<file path="config.mk">
export PLATFORM = sky130hd
export DESIGN_NAME = delay_line_prog_flat
export DESIGN_NICKNAME = d
export VERILOG_FILES = /design/src/rtl/delay_line_prog_if.sv /design/src/rtl/delay_line_prog.sv /design/src/flat_wrapper.sv
export SDC_FILE = /design/constraint.sdc
export NUM_CORES = 1
export LEC_CHECK = 0
export ABC_AREA = 1
export CAP_MARGIN = 20
export CORE_ASPECT_RATIO = 1.1
export CORE_UTILIZATION = 62
export DETAILED_ROUTE_END_ITERATION = 10
export PLACE_DENSITY = 0.77
export SLEW_MARGIN = 20
export SYNTH_ARGS = -nofsm -noshare
export SYNTH_HDL_FRONTEND = slang
export SYNTH_SLANG_ARGS = --single-unit
</file>
<file path="constraint.sdc">
create_clock -name clk_in -period 6.45 [get_ports clk_in]
set_clock_uncertainty 0.2 [all_clocks]
set_input_delay 1.6125 -clock clk_in [delete_from_list [all_inputs] [get_ports clk_in]]
set_output_delay 1.6125 -clock clk_in [all_outputs]
set_load 0.02 [all_outputs]
</file>
<file path="src/rtl/delay_line_prog_if.sv">
// Data and configuration bundle for delay_line_prog: channel inputs/outputs,
// settle flags and the valid/ready configuration request with its error pulse.
interface delay_line_prog_if #(
  parameter int CHANNELS = 2,
  parameter int CHAN_W   = 4,
  parameter int DELAY_W  = 11
);
  logic [CHANNELS-1:0] in;
  logic [CHANNELS-1:0] out;
  logic [CHANNELS-1:0] chan_valid;
  logic                cfg_valid;
  logic                cfg_ready;
  logic [CHAN_W-1:0]   cfg_chan;
  logic [DELAY_W-1:0]  cfg_delay;
  logic                cfg_err;

  modport master (
    output in, cfg_valid, cfg_chan, cfg_delay,
    input  out, chan_valid, cfg_ready, cfg_err
  );

  modport slave (
    input  in, cfg_valid, cfg_chan, cfg_delay,
    output out, chan_valid, cfg_ready, cfg_err
  );
endinterface

</file>
<file path="src/rtl/delay_line_prog.sv">
// Multi-channel run-time programmable delay line with per-channel settle
// tracking, a valid/ready config port and heartbeat / activity LEDs.
module delay_line_prog #(
  parameter int CHANNELS      = 2,
  parameter int DEPTH         = 64,
  parameter int DELAY_W       = 11,
  parameter int CHAN_W        = 4,
  parameter int DEFAULT_DELAY = 16,
  parameter int HB_DIV        = 25000000,
  parameter int ACT_STRETCH   = 1000000
) (
  input  logic             clk_in,
  input  logic             rst_n_in,
  delay_line_prog_if.slave bus,
  output logic             led0,
  output logic             led1
);
  localparam int HB_W  = $clog2(HB_DIV + 1);
  localparam int ACT_W = $clog2(ACT_STRETCH + 1);
  localparam logic [DELAY_W-1:0] DEF_D = DELAY_W'(DEFAULT_DELAY);

  logic                cfg_ready_q;
  logic                cfg_err_q, cfg_err_d;
  logic                cfg_xfer, cfg_ok, cfg_accept;
  logic [CHANNELS-1:0] out_vec, out_next, valid_vec;
  logic [HB_W-1:0]     hb_q, hb_d;
  logic                led0_q, led0_d;
  logic [ACT_W-1:0]    act_q, act_d;

  assign cfg_xfer   = bus.cfg_valid && cfg_ready_q;
  assign cfg_ok     = (int'(bus.cfg_chan) < CHANNELS) &&
                      (int'(bus.cfg_delay) >= 1) &&
                      (int'(bus.cfg_delay) <= DEPTH);
  assign cfg_accept = cfg_xfer && cfg_ok;
  assign cfg_err_d  = cfg_xfer && !cfg_ok;

  genvar gi;
  generate
    for (gi = 0; gi < CHANNELS; gi++) begin : g_chan
      logic [DEPTH-2:0]   hist_q, hist_d;
      logic [DELAY_W-1:0] delay_q, delay_d, cnt_q, cnt_d;
      logic               valid_q, valid_d, out_q, out_d, tap, hit;

      // History holds DEPTH-1 past samples; D=1 taps the live input directly.
      if (DEPTH > 2) begin : g_long
        assign hist_d = {hist_q[DEPTH-3:0], bus.in[gi]};
      end else begin : g_short
        assign hist_d = bus.in[gi];
      end

      assign hit = cfg_accept && (bus.cfg_chan == CHAN_W'(gi));

      always_comb begin
        tap = bus.in[gi];
        for (int i = 0; i < DEPTH - 1; i++) begin
          if (delay_q == DELAY_W'(i + 2)) tap = hist_q[i];
        end
      end

      // An accepted reconfiguration beats a counter reaching zero.
      always_comb begin
        delay_d = delay_q;
        cnt_d   = cnt_q;
        valid_d = valid_q;
        if (hit) begin
          delay_d = bus.cfg_delay;
          cnt_d   = bus.cfg_delay;
          valid_d = 1'b0;
        end else if (cnt_q != '0) begin
          cnt_d = cnt_q - DELAY_W'(1);
          if (cnt_q == DELAY_W'(1)) valid_d = 1'b1;
        end
        out_d = valid_d & tap;
      end

      always_ff @(posedge clk_in or negedge rst_n_in) begin
        if (!rst_n_in) begin
          hist_q  <= '0;
          delay_q <= DEF_D;
          cnt_q   <= DEF_D;
          valid_q <= 1'b0;
          out_q   <= 1'b0;
        end else begin
          hist_q  <= hist_d;
          delay_q <= delay_d;
          cnt_q   <= cnt_d;
          valid_q <= valid_d;
          out_q   <= out_d;
        end
      end

      assign out_vec[gi]   = out_q;
      assign out_next[gi]  = out_d;
      assign valid_vec[gi] = valid_q;
    end
  endgenerate

  // Activity stretch reloads on the same edge an output bit rises.
  always_comb begin
    hb_d   = hb_q + HB_W'(1);
    led0_d = led0_q;
    if (hb_q == HB_W'(HB_DIV - 1)) begin
      hb_d   = '0;
      led0_d = ~led0_q;
    end
    act_d = act_q;
    if ((out_next & ~out_vec) != '0) begin
      act_d = ACT_W'(ACT_STRETCH);
    end else if (act_q != '0) begin
      act_d = act_q - ACT_W'(1);
    end
  end

  always_ff @(posedge clk_in or negedge rst_n_in) begin
    if (!rst_n_in) begin
      cfg_ready_q <= 1'b0;
      cfg_err_q   <= 1'b0;
      hb_q        <= '0;
      led0_q      <= 1'b0;
      act_q       <= '0;
    end else begin
      cfg_ready_q <= 1'b1;
      cfg_err_q   <= cfg_err_d;
      hb_q        <= hb_d;
      led0_q      <= led0_d;
      act_q       <= act_d;
    end
  end

  assign bus.out        = out_vec;
  assign bus.chan_valid = valid_vec;
  assign bus.cfg_ready  = cfg_ready_q;
  assign bus.cfg_err    = cfg_err_q;
  assign led0           = led0_q;
  assign led1           = (act_q != '0);
endmodule

</file>
<file path="src/flat_wrapper.sv">
// flat-port wrapper written by rule: the top's interface ports become plain ports
module delay_line_prog_flat 
#(
  parameter int CHANNELS      = 2,
  parameter int DEPTH         = 64,
  parameter int DELAY_W       = 11,
  parameter int CHAN_W        = 4,
  parameter int DEFAULT_DELAY = 16,
  parameter int HB_DIV        = 25000000,
  parameter int ACT_STRETCH   = 1000000
)
  (clk_in, rst_n_in, led0, led1, bus_in, bus_cfg_valid, bus_cfg_chan, bus_cfg_delay, bus_out, bus_chan_valid, bus_cfg_ready, bus_cfg_err);
  delay_line_prog_if #(.CHANNELS(CHANNELS), .CHAN_W(CHAN_W), .DELAY_W(DELAY_W)) bus_i ();
  input  logic clk_in;
  input  logic rst_n_in;
  output logic led0;
  output logic led1;
  input wire logic [$bits(bus_i.in)-1:0] bus_in;
  input wire logic [$bits(bus_i.cfg_valid)-1:0] bus_cfg_valid;
  input wire logic [$bits(bus_i.cfg_chan)-1:0] bus_cfg_chan;
  input wire logic [$bits(bus_i.cfg_delay)-1:0] bus_cfg_delay;
  output wire logic [$bits(bus_i.out)-1:0] bus_out;
  output wire logic [$bits(bus_i.chan_valid)-1:0] bus_chan_valid;
  output wire logic [$bits(bus_i.cfg_ready)-1:0] bus_cfg_ready;
  output wire logic [$bits(bus_i.cfg_err)-1:0] bus_cfg_err;
  assign bus_i.in = bus_in;
  assign bus_i.cfg_valid = bus_cfg_valid;
  assign bus_i.cfg_chan = bus_cfg_chan;
  assign bus_i.cfg_delay = bus_cfg_delay;
  assign bus_out = bus_i.out;
  assign bus_chan_valid = bus_i.chan_valid;
  assign bus_cfg_ready = bus_i.cfg_ready;
  assign bus_cfg_err = bus_i.cfg_err;
  delay_line_prog #(.CHANNELS(CHANNELS), .DEPTH(DEPTH), .DELAY_W(DELAY_W), .CHAN_W(CHAN_W), .DEFAULT_DELAY(DEFAULT_DELAY), .HB_DIV(HB_DIV), .ACT_STRETCH(ACT_STRETCH)) u_core (.clk_in(clk_in), .rst_n_in(rst_n_in), .bus(bus_i), .led0(led0), .led1(led1));
endmodule
</file>
# After elaboration in Yosys (flattened, before gate mapping)

Cells that the tools add are included.
W data, S select, Z words.

$add $sub $neg: 4
Magnitude comparators: 3
Eq/ne operators: 130
Muxes and demuxes: 139
Bitwise operators: 5
Reductions and logical operators: 16

Operators with widths:

| cell                    | number |
|---|---|
| $eq A11 B6 Y1 const B   | 64 |
| $eq A11 B5 Y1 const B   | 32 |
| $eq A11 B4 Y1 const B   | 16 |
| $mux W1                 | 132 |
| $eq A11 B3 Y1 const B   | 8 |
| $eq A11 B2 Y1 const B   | 4 |
| $mux W11                | 4 |
| $mux W20                | 2 |
| $add A25 B1 Y25 const B | 1 |
| $eq A25 B25 Y1 const B  | 1 |
| $mux W25                | 1 |
| $eq A11 B1 Y1 const B   | 2 |
| $eq A11 B7 Y1 const B   | 2 |
| $reduce_bool A11 Y1     | 2 |
| $sub A11 B1 Y11 const B | 2 |
| $reduce_bool A20 Y1     | 1 |
| $sub A20 B1 Y20 const B | 1 |
| $ge A11 B1 Y1 const B   | 1 |
| $le A11 B7 Y1 const B   | 1 |
| $reduce_bool A2 Y1      | 4 |
| $logic_and A1 B1 Y1     | 7 |
| $eq A4 B1 Y1 const B    | 1 |
| $logic_not A4 Y1        | 1 |
| $lt A4 B2 Y1 const B    | 1 |
| 5 further kinds         | 6 |

Flip-flop bits (word level): 222
Input port bits: 20
Output and inout port bits: 8
Logic and storage cells: 312

# Depth between registers and ports, before layout

Depth after elaboration: 68
Gate-level depth with buffers: 77
Mapped depth without buffers: 76

# Least setup slack after synthesis

OpenSTA, ideal clock, no wires.

Path type: input-to-reg
From: input port bus_in[1]
To: register u_core.act_q[11]
Library setup time: 0.121 ns
Data arrival time: 5.057 ns
Required time: 6.129 ns
Slack: 1.073 ns
Stages: 74
Path buffers: 1
Cell sequence: inv_1 > nand2_1 > nand2_1 > nand2_1 > nand2_1 > nand2_1 > nand2_1 > nand2_1 > nand2_1 > nand2_1 > nand2_1 > nand2_1 > nand2_1 > nand2_1 > nand2_1 > nand2_1 > nand2_1 > nand2_1 > [... 38 more ...] > nand2_1 > nand2_1 > nand2_1 > nand2_1 > nand2_1 > nand3_1 > nand3_1 > nand2_1 > nand2_1 > nand3_1 > nand3_1 > nand2_1 > nand2_1 > nand2_2 > nand3_4 > nand2_4 > buf_6 > nor2_2

Word-level cells in the longest chain between the ends: 67
Elaborated cells on any way between the ends: 68
Classes of those cells: mux (64); bitwise (2); reduce/logical (2)

Ends and longest elaborated chain:

| element                                               | RTL line               | RTL |
|---|---|---|
| start, declared                                       | flat_wrapper.sv:18     | `input wire logic [$bits(bus_i.in)-1:0] bus_in;` |
| $mux W1 * (63 in series)                              | delay_line_prog.sv:56  | `if (delay_q == DELAY_W'(i + 2)) tap = hist_q[i];` |
| $and A1 B1 Y1 *                                       | delay_line_prog.sv:73  | `out_d = valid_d & tap;` |
| $and A2 B2 Y2 *                                       | delay_line_prog.sv:107 | `if ((out_next & ~out_vec) != '0) begin` |
| $reduce_bool A2 Y1 *                                  | delay_line_prog.sv:107 |  |
| $mux W20 / $reduce_bool A2 Y1 (equally long branches) | -                      |  |
| end signal, assigned                                  | delay_line_prog.sv:126 | `act_q <= act_d;` |
| end, declared                                         | delay_line_prog.sv:28  | `logic [ACT_W-1:0] act_q, act_d;` |

Every way passes the cells marked *; elsewhere a longest branch is shown, timed or not.
A chain may end at the register's enable or synchronous reset.

# Worst setup path after layout

From: input port bus_in[0]
To: register u_core.act_q[19]

The elaborated chain is that of the path after synthesis.

==> flow_summary.yaml <==
floorplan:
  die_h_um: 139
  floorplan.initialDensity_pct: 63.9
  io_pins: 28
  die_w_um: 126
  dieArea_mm2: 0.0175
  rows: 49
  core_region_area_mm2: 0.0164
clock_tree:
  clk_pin_slew_worst_paths_ns: 0.06
  cts.htree.levels: 1
  cts_made_buffers: 24
  cts_buffer_depth: 3
  cts_sinks: 222
  holdBufCountCts: 0
  cts_tree: "built"
  clock_latency_ns: 0.51
  cts_root_buffer: "clkbuf_16"
global_route:
  grt_max_degree: 131
  grt.total_usage_pct: 26.7
  first_global_vias: 8042
  antenna_found_initial: 0
  grt_pass1_wl_um: 37900
  grt_overflow_total: 0
critical_path:
  path_class: "in -> reg"
  critPathTopFamily: "simple AND/OR/NAND/NOR gates"
  crit_top_cell: "nand2_1"
  endpoint_kind: "flop"
  max_stage_delay_ns: 0.49
  reg2reg_setup_slack_ns: 0.87
  crit_path_start_kind: "primary input"
  critPathArrivalTime_ns: 6.04
  worstPathMaxFanout: 7
  crit_buf_inv: 2
  cpMaxStageDelayCell: "clkdlybuf4s50_1"
  critPathRequiredTime_ns: 6.69
synthesis:
  synth_most_common_cell: "nand2_1"
  async_reset_ff_share_pct: 100
  netlist_instances: 1298
  yosysTopAreaCell: "dfrtp_1"
  synth_flop_cell: "dfrtp_1"
  synth_area_leaders: "dfrtp_1, nand2_1, nor2_1"
  avgSynthCellArea_um2: 8.09
  ys_ff_latch: 222
  syn-num-nets: 1324
  syn_area_mm2: 0.0105
  yosysTopAreaCellShare_pct: 51.9
  synth_edf_count: 0
  yosys_warnings: 0
  synthTopCellsByCount: "nand2_1, dfrtp_1, nor2_1"
  ys_seq_area_share_pct: 52.9
  synth_cell_types: 45
routing:
  routed-via-count: 8470
  routedWlPerCell_um: 14.7
  wl_um: 22900
  drt_first_pass_iters: 5
  viasPerCell: 5.42
  drc: 0
  drt-initial-drc-count: 688
  ant_nets: 0
sta:
  timing.final.max_slew_violations: 0
  finalCritPeriodShare_pct: 89.9
  fmax_mhz: 172
  period_minus_slack_ns: 5.80
  slew-limit-headroom_pct: 39.7
  hold_viol: 0
  worst_pin_slew_ns: 0.898
  setup_viol: 0
final_layout:
  antenna_cells: 0
  nets: 1367
  area_growth_pct: 13.0
  drive_gt1_share_pct: 8.17
  finalNonFillerCells: 1562
run_status:
  status: "finished, final reports clean"
placed_design:
  globalplace.congestion: 0.933
  dp_hpwl_um: 15400
  dpl.cell_count: 1515
  io_buffers: 27
worst_hold_path:
  hold_class: "reg -> reg"
power:
  cellPowerDensity_mw_per_mm2: 279
  leakagePower_nw: 5.38
  irDropWorstVdd_uv: 299
  power.total_mw: 3.32
job:
  maxCapViolCount: 0
power breakdown:
part | switching [mW] | internal [mW] | leakage (nW) | total [mW]
registers | 0.0833 | 1.51 | 2.64 | 1.59
clock network | 0.555 | 0.845 | 0.404 | 1.40
logic | 0.189 | 0.136 | 2.33 | 0.325
total | 0.828 | 2.49 | 5.38 | 3.32
through the flow:
stage / setup TNS (ns) / hold slack (ns) / cell area (um^2) / util (%) / worst slack [ns]
6_report: 0 / 0.162 / 11900 / 72.2 / 0.652
5_1_grt: -0.00257 / 0.170 / 11900 / 72.2 / -0.00257
4_1_cts: 0 / 0.167 / 11800 / 71.8 / 0.449
3_5_place_dp: 0 / 0.150 / 11000 / 66.9 / 0.000803
3_3_place_gp: 0 / 0.153 / 11000 / 66.9 / 0.0531
2_1_floorplan: 0 / 0.145 / 10500 / - / 1.07
final timing paths:
| path | from | to | cells after the start |
|---|---|---|---|
| max in group asynchronous | rst_n_in | u_core.g_chan[0].hist_q[20] | 2 |
| min in group asynchronous | rst_n_in | u_core.g_chan[1].cnt_q[6] | 1 |
| worst min-delay path | u_core.g_chan[0].hist_q[50] | u_core.g_chan[0].hist_q[51] | 0 |
| worst max-delay path | bus_in[0] | u_core.act_q[19] | 70 |
| worst max register to register | u_core.g_chan[1].delay_q[5] | u_core.act_q[0] | 76 |
| worst min register to register | u_core.g_chan[0].hist_q[50] | u_core.g_chan[0].hist_q[51] | 0 |
layout make-up:
cell class	count	area [um^2]
Fill cell	1257	4560
Clock buffer	33	706
Timing Repair Buffer	37	369
Tap cell	204	255
Inverter	207	777
Clock inverter	10	106
Multi-Input combinational cell	849	4100
Sequential cell	222	5560
flip-flops by register name, indices dropped and copies added, names as in the netlist:
signal and cells:
u_core.act_q 20, u_core.bus.cfg_err 1, u_core.bus.cfg_ready 1, u_core.g_chan.cnt_q 22, u_core.g_chan.delay_q 22, u_core.g_chan.hist_q 126
u_core.g_chan.out_q 2, u_core.g_chan.valid_q 2, u_core.hb_q 25, u_core.led0 1
what timing repair did:
action                                  4_1_cts  5_1_grt
endpoints found under the hold margin         0        0
endpoints found under the setup margin        0       20
buffers inserted                              0        3
resized for setup                             0        6
cells in the final DEF, fill, tap and decap left out, types with 8 or more instances in the layout:
cell type,count
a21oi_1,30
buf_4,8
a31oi_1,11
nor2_2,18
dfrtp_1,218
inv_2,12
o22ai_1,12
nand4_1,19
nor2_1,198
xnor2_1,13
nor3_1,64
nand3_1,46
nor4_1,11
nand2_1,285
clkdlybuf4s50_1,25
inv_1,192
clkbuf_16,25
xor2_1,14
o21ai_0,62
kinds of logic after synthesis:
family | synth area share (%)
buf+inv | 8.46
flops | 52.9
other cells | 0.0357
compound gates | 7.91
xor+xnor | 2.25
fa+ha+maj | 0.715
simple gates | 27.7
routing by layer:
layer  global-route usage, %  vias to the layer above  wire length [um]
met5                       0                        -                 0
met3                    3.68                       42              1120
li1                        -                     4216                 -
met1                    37.5                     3997             10400
met4                    7.67                        0               459
met2                    43.6                      215             11000
Power figures use the tool's default switching activity.
